[src/rtl/xgmii_rx_accum_if.sv]
// XGMII receive beat bus plus the packed-word write bus toward the byte-reordering pre-FIFOs.
interface xgmii_rx_accum_if #(
    parameter int unsigned DATA_WIDTH = 256,
    parameter int unsigned CTRL_WIDTH = 32,
    parameter int unsigned IN_WIDTH   = DATA_WIDTH / 4
);
    logic                  xgmii_valid;
    logic [IN_WIDTH-1:0]   xgmii_rxd;
    logic [IN_WIDTH/8-1:0] xgmii_rxc;
    logic                  br_wr_full;
    logic                  x_we;
    logic [DATA_WIDTH-1:0] data_out;
    logic [CTRL_WIDTH+7:0] ctrl_out;

    modport master (
        output xgmii_valid, xgmii_rxd, xgmii_rxc, br_wr_full,
        input  x_we, data_out, ctrl_out
    );

    modport slave (
        input  xgmii_valid, xgmii_rxd, xgmii_rxc, br_wr_full,
        output x_we, data_out, ctrl_out
    );
endinterface

[src/rtl/xgmii_rx_accum.sv]
// Packs four 64-bit XGMII beats into one 256-bit word with control/SOF field,
// skips all-idle words and discards whole frames when the downstream FIFO is full.
module xgmii_rx_accum #(
    parameter int unsigned DATA_WIDTH = 256,
    parameter int unsigned CTRL_WIDTH = 32,
    parameter int unsigned IN_WIDTH   = DATA_WIDTH / 4
) (
    input  logic            x_clk,
    input  logic            reset_,
    input  logic            fmac_rxd_en,
    input  logic            cnt_clr,
    xgmii_rx_accum_if.slave bus,
    output logic [31:0]     frame_drop_cnt,
    output logic            overflow
);
    localparam int unsigned BEAT_BYTES = IN_WIDTH / 8;
    localparam int unsigned ACC_W      = 3 * IN_WIDTH;
    localparam int unsigned ACC_C      = 3 * BEAT_BYTES;
    localparam logic [7:0]  CODE_S     = 8'hFB;
    localparam logic [7:0]  CODE_T     = 8'hFD;

    typedef enum logic [1:0] {ST_IDLE, ST_FRAME, ST_DROP} state_t;

    state_t                state_q, state_d, cur_st;
    logic [1:0]            bidx_q, bidx_d;
    logic [ACC_W-1:0]      acc_data_q, acc_data_d;
    logic [ACC_C-1:0]      acc_ctrl_q, acc_ctrl_d;
    logic [7:0]            sof_q, sof_d, sof_w;
    logic                  active_q, active_d, act_w;
    logic                  drop_word_q, drop_word_d, drop_w;
    logic                  inc_drop;
    logic                  x_we_q, x_we_d;
    logic [DATA_WIDTH-1:0] data_out_q, data_out_d;
    logic [CTRL_WIDTH+7:0] ctrl_out_q, ctrl_out_d;
    logic [31:0]           frame_drop_cnt_q, frame_drop_cnt_d;
    logic                  overflow_q, overflow_d;

    always_comb begin
        state_d     = state_q;
        bidx_d      = bidx_q;
        acc_data_d  = acc_data_q;
        acc_ctrl_d  = acc_ctrl_q;
        sof_d       = sof_q;
        active_d    = active_q;
        drop_word_d = drop_word_q;
        x_we_d      = 1'b0;
        data_out_d  = data_out_q;
        ctrl_out_d  = ctrl_out_q;
        overflow_d  = overflow_q;
        cur_st      = state_q;
        sof_w       = sof_q;
        act_w       = active_q;
        drop_w      = drop_word_q;
        inc_drop    = 1'b0;

        if (bus.xgmii_valid) begin
            // Whether a word is discarded is fixed by the state at its first beat.
            if (bidx_q == 2'd0) drop_w = (state_q == ST_DROP);
            if (state_q == ST_FRAME) act_w = 1'b1;

            for (int unsigned j = 0; j < BEAT_BYTES; j++) begin
                if (bus.xgmii_rxc[j]) begin
                    if (bus.xgmii_rxd[8*j +: 8] == CODE_T) begin
                        if (cur_st == ST_FRAME) act_w = 1'b1;
                        if (cur_st != ST_IDLE) cur_st = ST_IDLE;
                    end else if (bus.xgmii_rxd[8*j +: 8] == CODE_S &&
                                 cur_st == ST_IDLE && fmac_rxd_en) begin
                        cur_st = ST_FRAME;
                        act_w  = 1'b1;
                        if (j == 0) sof_w[{bidx_q, 1'b0}] = 1'b1;
                        else if (j == 4) sof_w[{bidx_q, 1'b1}] = 1'b1;
                    end
                end
            end

            // Beats shift in from the top so the three held beats land in order.
            acc_data_d  = {bus.xgmii_rxd, acc_data_q[ACC_W-1:IN_WIDTH]};
            acc_ctrl_d  = {bus.xgmii_rxc, acc_ctrl_q[ACC_C-1:BEAT_BYTES]};
            bidx_d      = bidx_q + 2'd1;
            state_d     = cur_st;
            sof_d       = sof_w;
            active_d    = act_w;
            drop_word_d = drop_w;

            if (bidx_q == 2'd3) begin
                sof_d       = '0;
                active_d    = 1'b0;
                drop_word_d = 1'b0;
                if (drop_w) begin
                    if (cur_st == ST_FRAME) begin
                        inc_drop = 1'b1;
                        state_d  = ST_DROP;
                    end
                end else if (act_w) begin
                    if (bus.br_wr_full) begin
                        inc_drop   = 1'b1;
                        overflow_d = 1'b1;
                        state_d    = (cur_st == ST_FRAME) ? ST_DROP : ST_IDLE;
                    end else begin
                        x_we_d     = 1'b1;
                        data_out_d = {bus.xgmii_rxd, acc_data_q};
                        ctrl_out_d = {sof_w, bus.xgmii_rxc, acc_ctrl_q};
                    end
                end
            end
        end

        frame_drop_cnt_d = frame_drop_cnt_q;
        if (cnt_clr) frame_drop_cnt_d = '0;
        else if (inc_drop && frame_drop_cnt_q != '1) frame_drop_cnt_d = frame_drop_cnt_q + 32'd1;
    end

    always_ff @(posedge x_clk or negedge reset_) begin
        if (!reset_) begin
            state_q          <= ST_IDLE;
            bidx_q           <= '0;
            acc_data_q       <= '0;
            acc_ctrl_q       <= '0;
            sof_q            <= '0;
            active_q         <= 1'b0;
            drop_word_q      <= 1'b0;
            x_we_q           <= 1'b0;
            data_out_q       <= '0;
            ctrl_out_q       <= '0;
            frame_drop_cnt_q <= '0;
            overflow_q       <= 1'b0;
        end else begin
            state_q          <= state_d;
            bidx_q           <= bidx_d;
            acc_data_q       <= acc_data_d;
            acc_ctrl_q       <= acc_ctrl_d;
            sof_q            <= sof_d;
            active_q         <= active_d;
            drop_word_q      <= drop_word_d;
            x_we_q           <= x_we_d;
            data_out_q       <= data_out_d;
            ctrl_out_q       <= ctrl_out_d;
            frame_drop_cnt_q <= frame_drop_cnt_d;
            overflow_q       <= overflow_d;
        end
    end

    assign bus.x_we       = x_we_q;
    assign bus.data_out   = data_out_q;
    assign bus.ctrl_out   = ctrl_out_q;
    assign frame_drop_cnt = frame_drop_cnt_q;
    assign overflow       = overflow_q;
endmodule

[src/flat_wrapper.sv]
// flat-port wrapper written by rule: the top's interface ports become plain ports
module xgmii_rx_accum_flat 
#(
    parameter int unsigned DATA_WIDTH = 256,
    parameter int unsigned CTRL_WIDTH = 32,
    parameter int unsigned IN_WIDTH   = DATA_WIDTH / 4
)
  (x_clk, reset_, fmac_rxd_en, cnt_clr, frame_drop_cnt, overflow, bus_xgmii_valid, bus_xgmii_rxd, bus_xgmii_rxc, bus_br_wr_full, bus_x_we, bus_data_out, bus_ctrl_out);
  xgmii_rx_accum_if #(.DATA_WIDTH(DATA_WIDTH), .CTRL_WIDTH(CTRL_WIDTH), .IN_WIDTH(IN_WIDTH)) bus_i ();
  input  logic x_clk;
  input  logic reset_;
  input  logic fmac_rxd_en;
  input  logic cnt_clr;
  output logic [31:0] frame_drop_cnt;
  output logic overflow;
  input wire logic [$bits(bus_i.xgmii_valid)-1:0] bus_xgmii_valid;
  input wire logic [$bits(bus_i.xgmii_rxd)-1:0] bus_xgmii_rxd;
  input wire logic [$bits(bus_i.xgmii_rxc)-1:0] bus_xgmii_rxc;
  input wire logic [$bits(bus_i.br_wr_full)-1:0] bus_br_wr_full;
  output wire logic [$bits(bus_i.x_we)-1:0] bus_x_we;
  output wire logic [$bits(bus_i.data_out)-1:0] bus_data_out;
  output wire logic [$bits(bus_i.ctrl_out)-1:0] bus_ctrl_out;
  assign bus_i.xgmii_valid = bus_xgmii_valid;
  assign bus_i.xgmii_rxd = bus_xgmii_rxd;
  assign bus_i.xgmii_rxc = bus_xgmii_rxc;
  assign bus_i.br_wr_full = bus_br_wr_full;
  assign bus_x_we = bus_i.x_we;
  assign bus_data_out = bus_i.data_out;
  assign bus_ctrl_out = bus_i.ctrl_out;
  xgmii_rx_accum #(.DATA_WIDTH(DATA_WIDTH), .CTRL_WIDTH(CTRL_WIDTH), .IN_WIDTH(IN_WIDTH)) u_core (.x_clk(x_clk), .reset_(reset_), .fmac_rxd_en(fmac_rxd_en), .cnt_clr(cnt_clr), .bus(bus_i), .frame_drop_cnt(frame_drop_cnt), .overflow(overflow));
endmodule
[config.mk]
export PLATFORM = sky130hd
export DESIGN_NAME = xgmii_rx_accum_flat
export DESIGN_NICKNAME = d
export VERILOG_FILES = /design/src/rtl/xgmii_rx_accum_if.sv /design/src/rtl/xgmii_rx_accum.sv /design/src/flat_wrapper.sv
export SDC_FILE = /design/constraint.sdc
export NUM_CORES = 1
export LEC_CHECK = 0
export ABC_AREA = 1
export CORE_MARGIN = 2
export CORE_UTILIZATION = 49
export CTS_BUF_LIST = sky130_fd_sc_hd__clkbuf_4
export CTS_CLUSTER_DIAMETER = 150
export DETAILED_ROUTE_END_ITERATION = 12
export PLACE_DENSITY = 0.83
export SYNTH_ARGS = -nofsm -noshare
export SYNTH_HDL_FRONTEND = slang
export SYNTH_SLANG_ARGS = --single-unit
[constraint.sdc]
create_clock -name x_clk -period 2.5 [get_ports x_clk]
set_input_delay 0.5 -clock x_clk [delete_from_list [all_inputs] [get_ports x_clk]]
set_output_delay 0.5 -clock x_clk [all_outputs]
set_load 0.05 [all_outputs]
## After elaboration in Yosys (flattened, before gate mapping)

Index checks and enable logic that the tools add are counted.

| storage, ports and cells | value |
|---|---|
| bits in registers | 560 |
| bits in latches | 0 |
| RAM bits | 0 |
| memory bits (read-only) | 0 |
| bits of input ports | 78 |
| output and inout port bits | 330 |
| word-level logic and storage cells | 200 |
| memories | 0 |

| cells by class | value |
|---|---|
| $add $sub $neg | 2 |
| multiply operators | 0 |
| div/mod/pow operators | 0 |
| magnitude comparators | 4 |
| eq/ne operators | 28 |
| shift-type cells | 0 |
| muxes and demuxes | 111 |
| bitwise logic cells | 4 |
| reductions and logical operators | 39 |

Operator list:

| cell | count |
|---|---|
| equality test 8 bit (second input constant) | 16 |
| 2-to-1 mux 2 bit | 46 |
| 2-to-1 mux 32 bit | 2 |
| 2-to-1 mux 8 bit | 8 |
| 2-to-1 mux 1 bit | 53 |
| adder 32 x 1 -> 32 bit (second input constant) | 1 |
| != test 32 bit (second input constant) | 1 |
| logical AND 1 bit | 19 |
| equality test 2 x 1 -> 1 bit (second input constant) | 9 |
| logical NOT 2 bit | 9 |
| nonzero test 2 bit | 9 |
| AND reduction 5 bit | 2 |
| less-than comparator 3 x 4 -> 1 bit (second input constant) | 2 |
| OR 8 x 7 -> 8 bit | 1 |
| OR 8 bit | 1 |
| >= comparator 3 x 1 -> 1 bit (second input constant) | 2 |
| demux 1 bit (select 2 bit) | 2 |
| equality test 2 bit (second input constant) | 2 |
| adder 2 x 1 -> 2 bit (second input constant) | 1 |
| inverter 1 bit | 2 |

## Longest topological paths before layout

| logic depth | value |
|---|---|
| word-level depth | 64 |
| gate-level depth with buffers | 27 |
| gate-level depth less buffers | 26 |

## Worst setup path after synthesis

No wires, ideal clock.

| timing | value |
|---|---|
| path kind | register to register |
| start point | register u_core.frame_drop_cnt_q[1], in the netlist u_core.frame_drop_cnt[1] |
| end point | register u_core.frame_drop_cnt_q[12], in the netlist u_core.frame_drop_cnt[12] |
| setup time | 0.067 ns |
| arrival | 2.764 ns |
| required time | 2.433 ns |
| slack | -0.331 ns |
| cell stages (with the launch flop) | 12 |
| path buffers | 1 |
| clock period less this slack | 2.831 ns |
| cells stage by stage | dfrtp_1 -> ha_1 -> nand2_1 -> nor2_1 -> inv_1 -> nor2_2 -> or3b_2 -> o41ai_2 -> nand3b_4 -> buf_6 -> nand3_1 -> nand2_1 |

| on the way | value |
|---|---|
| word-level cells in the longest chain between the ends | 3 |
| elaborated cells on any way between the ends | 6 |
| those cells by class | 1 x add/sub; 1 x eq/ne; 2 x mux; 2 x reduce/logical |

Ends and longest elaborated chain:

| element | RTL line | source |
|---|---|---|
| start: declaration | xgmii_rx_accum.sv:35 | `logic [31:0] frame_drop_cnt_q, frame_drop_cnt_d;` |
| start signal: assignment | xgmii_rx_accum.sv:138 | `frame_drop_cnt_q <= frame_drop_cnt_d;` |
| adder 32 x 1 -> 32 bit or != test 32 bit (tied branches) | xgmii_rx_accum.sv:110 | `else if (inc_drop && frame_drop_cnt_q != '1) frame_drop_cnt_d = frame_drop_cnt_q + 32'd1;` |
| 2-to-1 mux 32 bit or logical AND 1 bit (tied branches) | xgmii_rx_accum.sv:110 |  |
| 2-to-1 mux 32 bit or nonzero test 2 bit (tied branches) | -- |  |

Parallel ways exist; a longest one is shown, timed or not. The select of a mux whose other input is x is not followed.
A chain may end at the register's enable or synchronous reset.

## Final worst setup path

| timing | value |
|---|---|
| start point | input port fmac_rxd_en |
| end point | register u_core.ctrl_out_q[8], in the netlist u_core.bus.ctrl_out[8] |

| on the way | value |
|---|---|
| word-level cells in the longest chain between the ends | 55 |
| elaborated cells on any way between the ends | 103 |
| those cells by class | 7 x eq/ne; 67 x mux; 29 x reduce/logical |

Ends and longest elaborated chain:

| element | RTL line | source |
|---|---|---|
| start: declaration | flat_wrapper.sv:12 | `input logic fmac_rxd_en;` |
| logical AND 1 bit | xgmii_rx_accum.sv:67 | `cur_st == ST_IDLE && fmac_rxd_en) begin` |
| 2-to-1 mux 2 bit | xgmii_rx_accum.sv:66 | `end else if (bus.xgmii_rxd[8*j +: 8] == CODE_S &&` |
| 2-to-1 mux 2 bit | xgmii_rx_accum.sv:63 | `if (bus.xgmii_rxd[8*j +: 8] == CODE_T) begin` |
| 2-to-1 mux 2 bit | xgmii_rx_accum.sv:62 | `if (bus.xgmii_rxc[j]) begin` |
| 2-to-1 mux 2 bit | xgmii_rx_accum.sv:56 | `if (bus.xgmii_valid) begin` |
| logical NOT 2 bit | xgmii_rx_accum.sv:67 |  |
| logical AND 1 bit | xgmii_rx_accum.sv:66 |  |
| logical AND 1 bit | xgmii_rx_accum.sv:67 |  |
| (+39 left out) | -- |  |
| logical NOT 2 bit | xgmii_rx_accum.sv:67 |  |
| logical AND 1 bit | xgmii_rx_accum.sv:66 |  |
| logical AND 1 bit | xgmii_rx_accum.sv:67 |  |
| 2-to-1 mux 1 bit | xgmii_rx_accum.sv:66 |  |
| 2-to-1 mux 1 bit | xgmii_rx_accum.sv:63 |  |
| 2-to-1 mux 1 bit * | xgmii_rx_accum.sv:62 |  |
| 2-to-1 mux 1 bit * | xgmii_rx_accum.sv:56 |  |
| AND reduction 5 bit (no source line) * | -- |  |
| end signal: assignment | xgmii_rx_accum.sv:137 | `ctrl_out_q <= ctrl_out_d;` |
| end: declaration | xgmii_rx_accum.sv:34 | `logic [CTRL_WIDTH+7:0] ctrl_out_q, ctrl_out_d;` |

Mark *: on every way between the ends. The rest lies on a longest branch, timed or not. The select of a mux whose other input is x is not followed.

==> flow_summary.yaml <==
sta:
  max_freq_ghz: 0.351
  finalSetupViolations: 329
  final.period_utilization: 1.14
  worst_slew_pin_slew_ps: 1180
  hold_viol: 0
  period_needed_ps: 2850
  max_slew_margin: 0.216
  rsz0062_at_grt: "true"
  fin_worst_skew_ps: 50.3
  fin_setup_tns_ps: -74790
  fin_ws_ps: -353
  drv_slew: 0
synth:
  yosys-top-cells-area: "dfrtp_1, nand2_1, o21ai_0, inv_1, nand4_1"
  synth_cell_types: 39
  syn_inst: 2490
  yosys.area_share.simple: 0.170
  yosys-mux-area-fraction: 0
  synth_top_family_by_area: "simple AND/OR/NAND/NOR gates"
  synth-seq-area-share: 0.615
  synth_nets: 2573
  synth_top_cell_by_area: "dfrtp_1"
  yosys_warnings: 0
  synth-adder-area-share: 0.00275
  synth-xor-area-share: 0.0123
  synth_seq_cells: 560
  netlist.area_leader.share: 0.615
  synth.avg_cell_area_sq_um: 9.15
  synth_compound_area_frac: 0.112
  synth_area_sq_um: 22800
worst_hold_path:
  hold_path_class: "primary input to flip-flop"
  hold_depth: 3
layout:
  area_delta_synth_final_pct: 41.4
  nets: 3259
  layout_commonest_cell: "nand2_1"
  most-common-layout-cells: "nand2_1, dfrtp_1, o21ai_0"
  fin_area_sq_um: 32200
  drive_above_1_share: 0.208
grt:
  grt-ovfl-total: 0
  grt_pass1_vias: 20552
  use_met3: 0.0881
  grt.met1_usage: 0.356
  grt_max_degree: 290
  antenna_found_initial: 7
  met2_usage: 0.470
  track_usage: 0.291
  gr-max-usage-layer: "met2"
  grt_pass1_wl_um: 108000
worst_setup_path:
  path_cells: "clkdlybuf4s50_1 -> inv_4 -> nor4_1 -> nand4_1 -> or2_0 -> nand2_2 -> nand2_4 -> nand2_4 -> nand2_4 -> nand2_4 -> nand3_4 -> nand3_2 -> nand3_2 -> nand2_4 -> nand2_8 -> buf_8 -> clkbuf_16 -> clkbuf_16 -> nand2_1 -> o21ai_1"
  crit_fanout: 7
  cp.required_ps: 3330
  path_common_cell: "nand2_4"
  crit_type: "primary input to flip-flop"
  worstSetupStartpointType: "primary input"
  cp_slowest_stage_delay_ps: 590
  rr_worst_depth: 24
  crit_path_top_delay_cell: "clkdlybuf4s50_1"
  worstSetupEndpointType: "flip-flop"
  crit_arrival_ps: 3690
floorplanning:
  dieArea_sq_um: 48200
  die_x_um: 220
  core_area_sq_um: 45700
  die_y_um: 220
  ios: 408
  initial_core_util: 0.499
  num_rows: 78
drt:
  wire_per_inst_um: 18.6
  drtPass1Iterations: 6
  detail-route-antenna-nets: 0
  drc_errors: 0
  via_per_inst: 5.31
  vias: 20600
  drtIter0Drc: 1855
  wl_um: 72300
clock_tree:
  clock_path_buffers: 3
  clock_latency_ps: 990
  h-tree-depth: 4
  clock_sink_count: 560
  path_clk_slew_ps: 60
  cts-root-buf: "clkbuf_4"
  cts_buffers: 148
  cts_tree: "yes"
power_and_ir_drop:
  vdd_drop_max_mv: 0.907
  p_per_area_nw_per_um2: 1160
  p_leak_nw: 16.6
placement:
  pre_cts_ws_ps: -1230
  place.gp.congestion: 0.908
  dp_hpwl_um: 45900
  placed_area_sq_um: 29100
  io_buffers: 407
outcome:
  violations: "setup timing"
  status: "finished with violations"
run:
  cap_viol_max_count: 0
==> metal layers <==
layer,routed length (um),share of wire,up-vias
li1,-,-,9381
met1,28400,0.39,9991
met2,35000,0.48,995
met3,5620,0.078,229
met4,3200,0.044,4
met5,30,0.00042,-
==> final timing paths <==
check | from | endpoint | slack, ps
worst max-delay path | fmac_rxd_en | u_core.bus.ctrl_out[8]$_DFFE_PN0P_ | -350
worst min-delay path | bus_xgmii_rxd[62] | u_core.acc_data_q[190]$_DFFE_PN0P_ | 130
worst max register to register | u_core.state_q[1]$_DFFE_PN0P_ | u_core.bus.ctrl_out[8]$_DFFE_PN0P_ | -270
worst min register to register | u_core.acc_data_q[141]$_DFFE_PN0P_ | u_core.acc_data_q[77]$_DFFE_PN0P_ | 440
max in group asynchronous | reset_ | u_core.acc_data_q[118]$_DFFE_PN0P_ | 1540
min in group asynchronous | reset_ | u_core.bus.data_out[99]$_DFFE_PN0P_ | 140
==> cell usage after synthesis <==
library cell  instances
nand3b_1              2
a211oi_1              3
o22ai_1               1
or3b_2                1
buf_4                 4
inv_2                 4
inv_1               337
buf_1                 4
buf_2                24
nand3b_4              1
nand4_1              54
nand2_2               7
nor2_2                4
nand3_4               1
or2_2                 1
o41ai_2               1
nor4_1               14
a22o_1                1
o21ai_1               9
nor2_1               44
o21bai_1              1
clkbuf_1             73
a31oi_1               2
o31ai_1               3
nand2_1             710
nand3_2              12
xor2_1               20
nand3_1              45
ha_1                  5
buf_6                24
a21oi_4               1
xnor2_1              12
or2_0                 1
and2_1                1
dfrtp_1             560
o21ai_0             478
a21oi_1               1
nor3_2                1
nor3_1               23
==> flip-flops by register name, indices dropped and copies added (netlist names), 2 cells and up <==
signal,count
u_core.bidx_q,2
u_core.frame_drop_cnt,32
u_core.acc_ctrl_q,24
u_core.acc_data_q,192
u_core.bus.ctrl_out,40
u_core.bus.data_out,256
u_core.sof_q,8
u_core.state_q,2
==> power by group <==
group,internal (mW),switching [mW],leakage (nW),total [mW]
sequential,11.5,1.61,7.17,13.1
combinational,4.37,11.6,8.29,16.0
clock,4.44,3.81,1.11,8.25
total,20.3,17.0,16.6,37.4
==> per-stage QoR <==
stage / hold WS [ps] / utilization / power (mW) / instances
6_report: 134 / 0.705 / 37.4 / 3878
4_1_cts: 22.5 / 0.688 / 36.9 / 3843
2_1_floorplan: 204 / - / 22.9 / 2490
5_1_grt: 47.9 / 0.705 / 39.1 / 3877
3_3_place_gp: 459 / 0.636 / 29.1 / 3564
3_5_place_dp: 466 / 0.636 / 29.5 / 3564
==> cells by family after synthesis <==
| logic type | Yosys count |
|---|---|
| and+or+nand+nor | 922 |
| buffers and inverters | 470 |
| adders and majority gates | 5 |
| DFF | 560 |
| xor gates and xnor gates | 32 |
| AOI/OAI and AO/OA | 501 |
==> what timing repair did <==
action / CTS / global route
cloned: 12 / 22
setup endpoints to repair: 651 / 493
hold buffers: 2 / 0
gates resized for setup: 603 / 139
setup buffers: 22 / 7
pin swaps: 7 / 12
endpoints found under the hold margin: 231 / 0
==> cell type report <==
class / count / area (sq um)
Fill cell: 3182 / 13500
Antenna cell: 6 / 15.0
Tap cell: 600 / 751
Multi-Input combinational cell: 1460 / 7270
Sequential cell: 560 / 14000
Timing Repair Buffer: 665 / 6970
Clock inverter: 37 / 307
Inverter: 341 / 1290
Clock buffer: 209 / 1570
==> worst max-delay path, delay by kind of cell <==
family	cells	cell delay [ps]
AND/OR/NAND/NOR	14	1910
buffers and inverters	5	1200
AO/OA/AOI/OAI	1	90
Power figures use the tool's default switching activity.
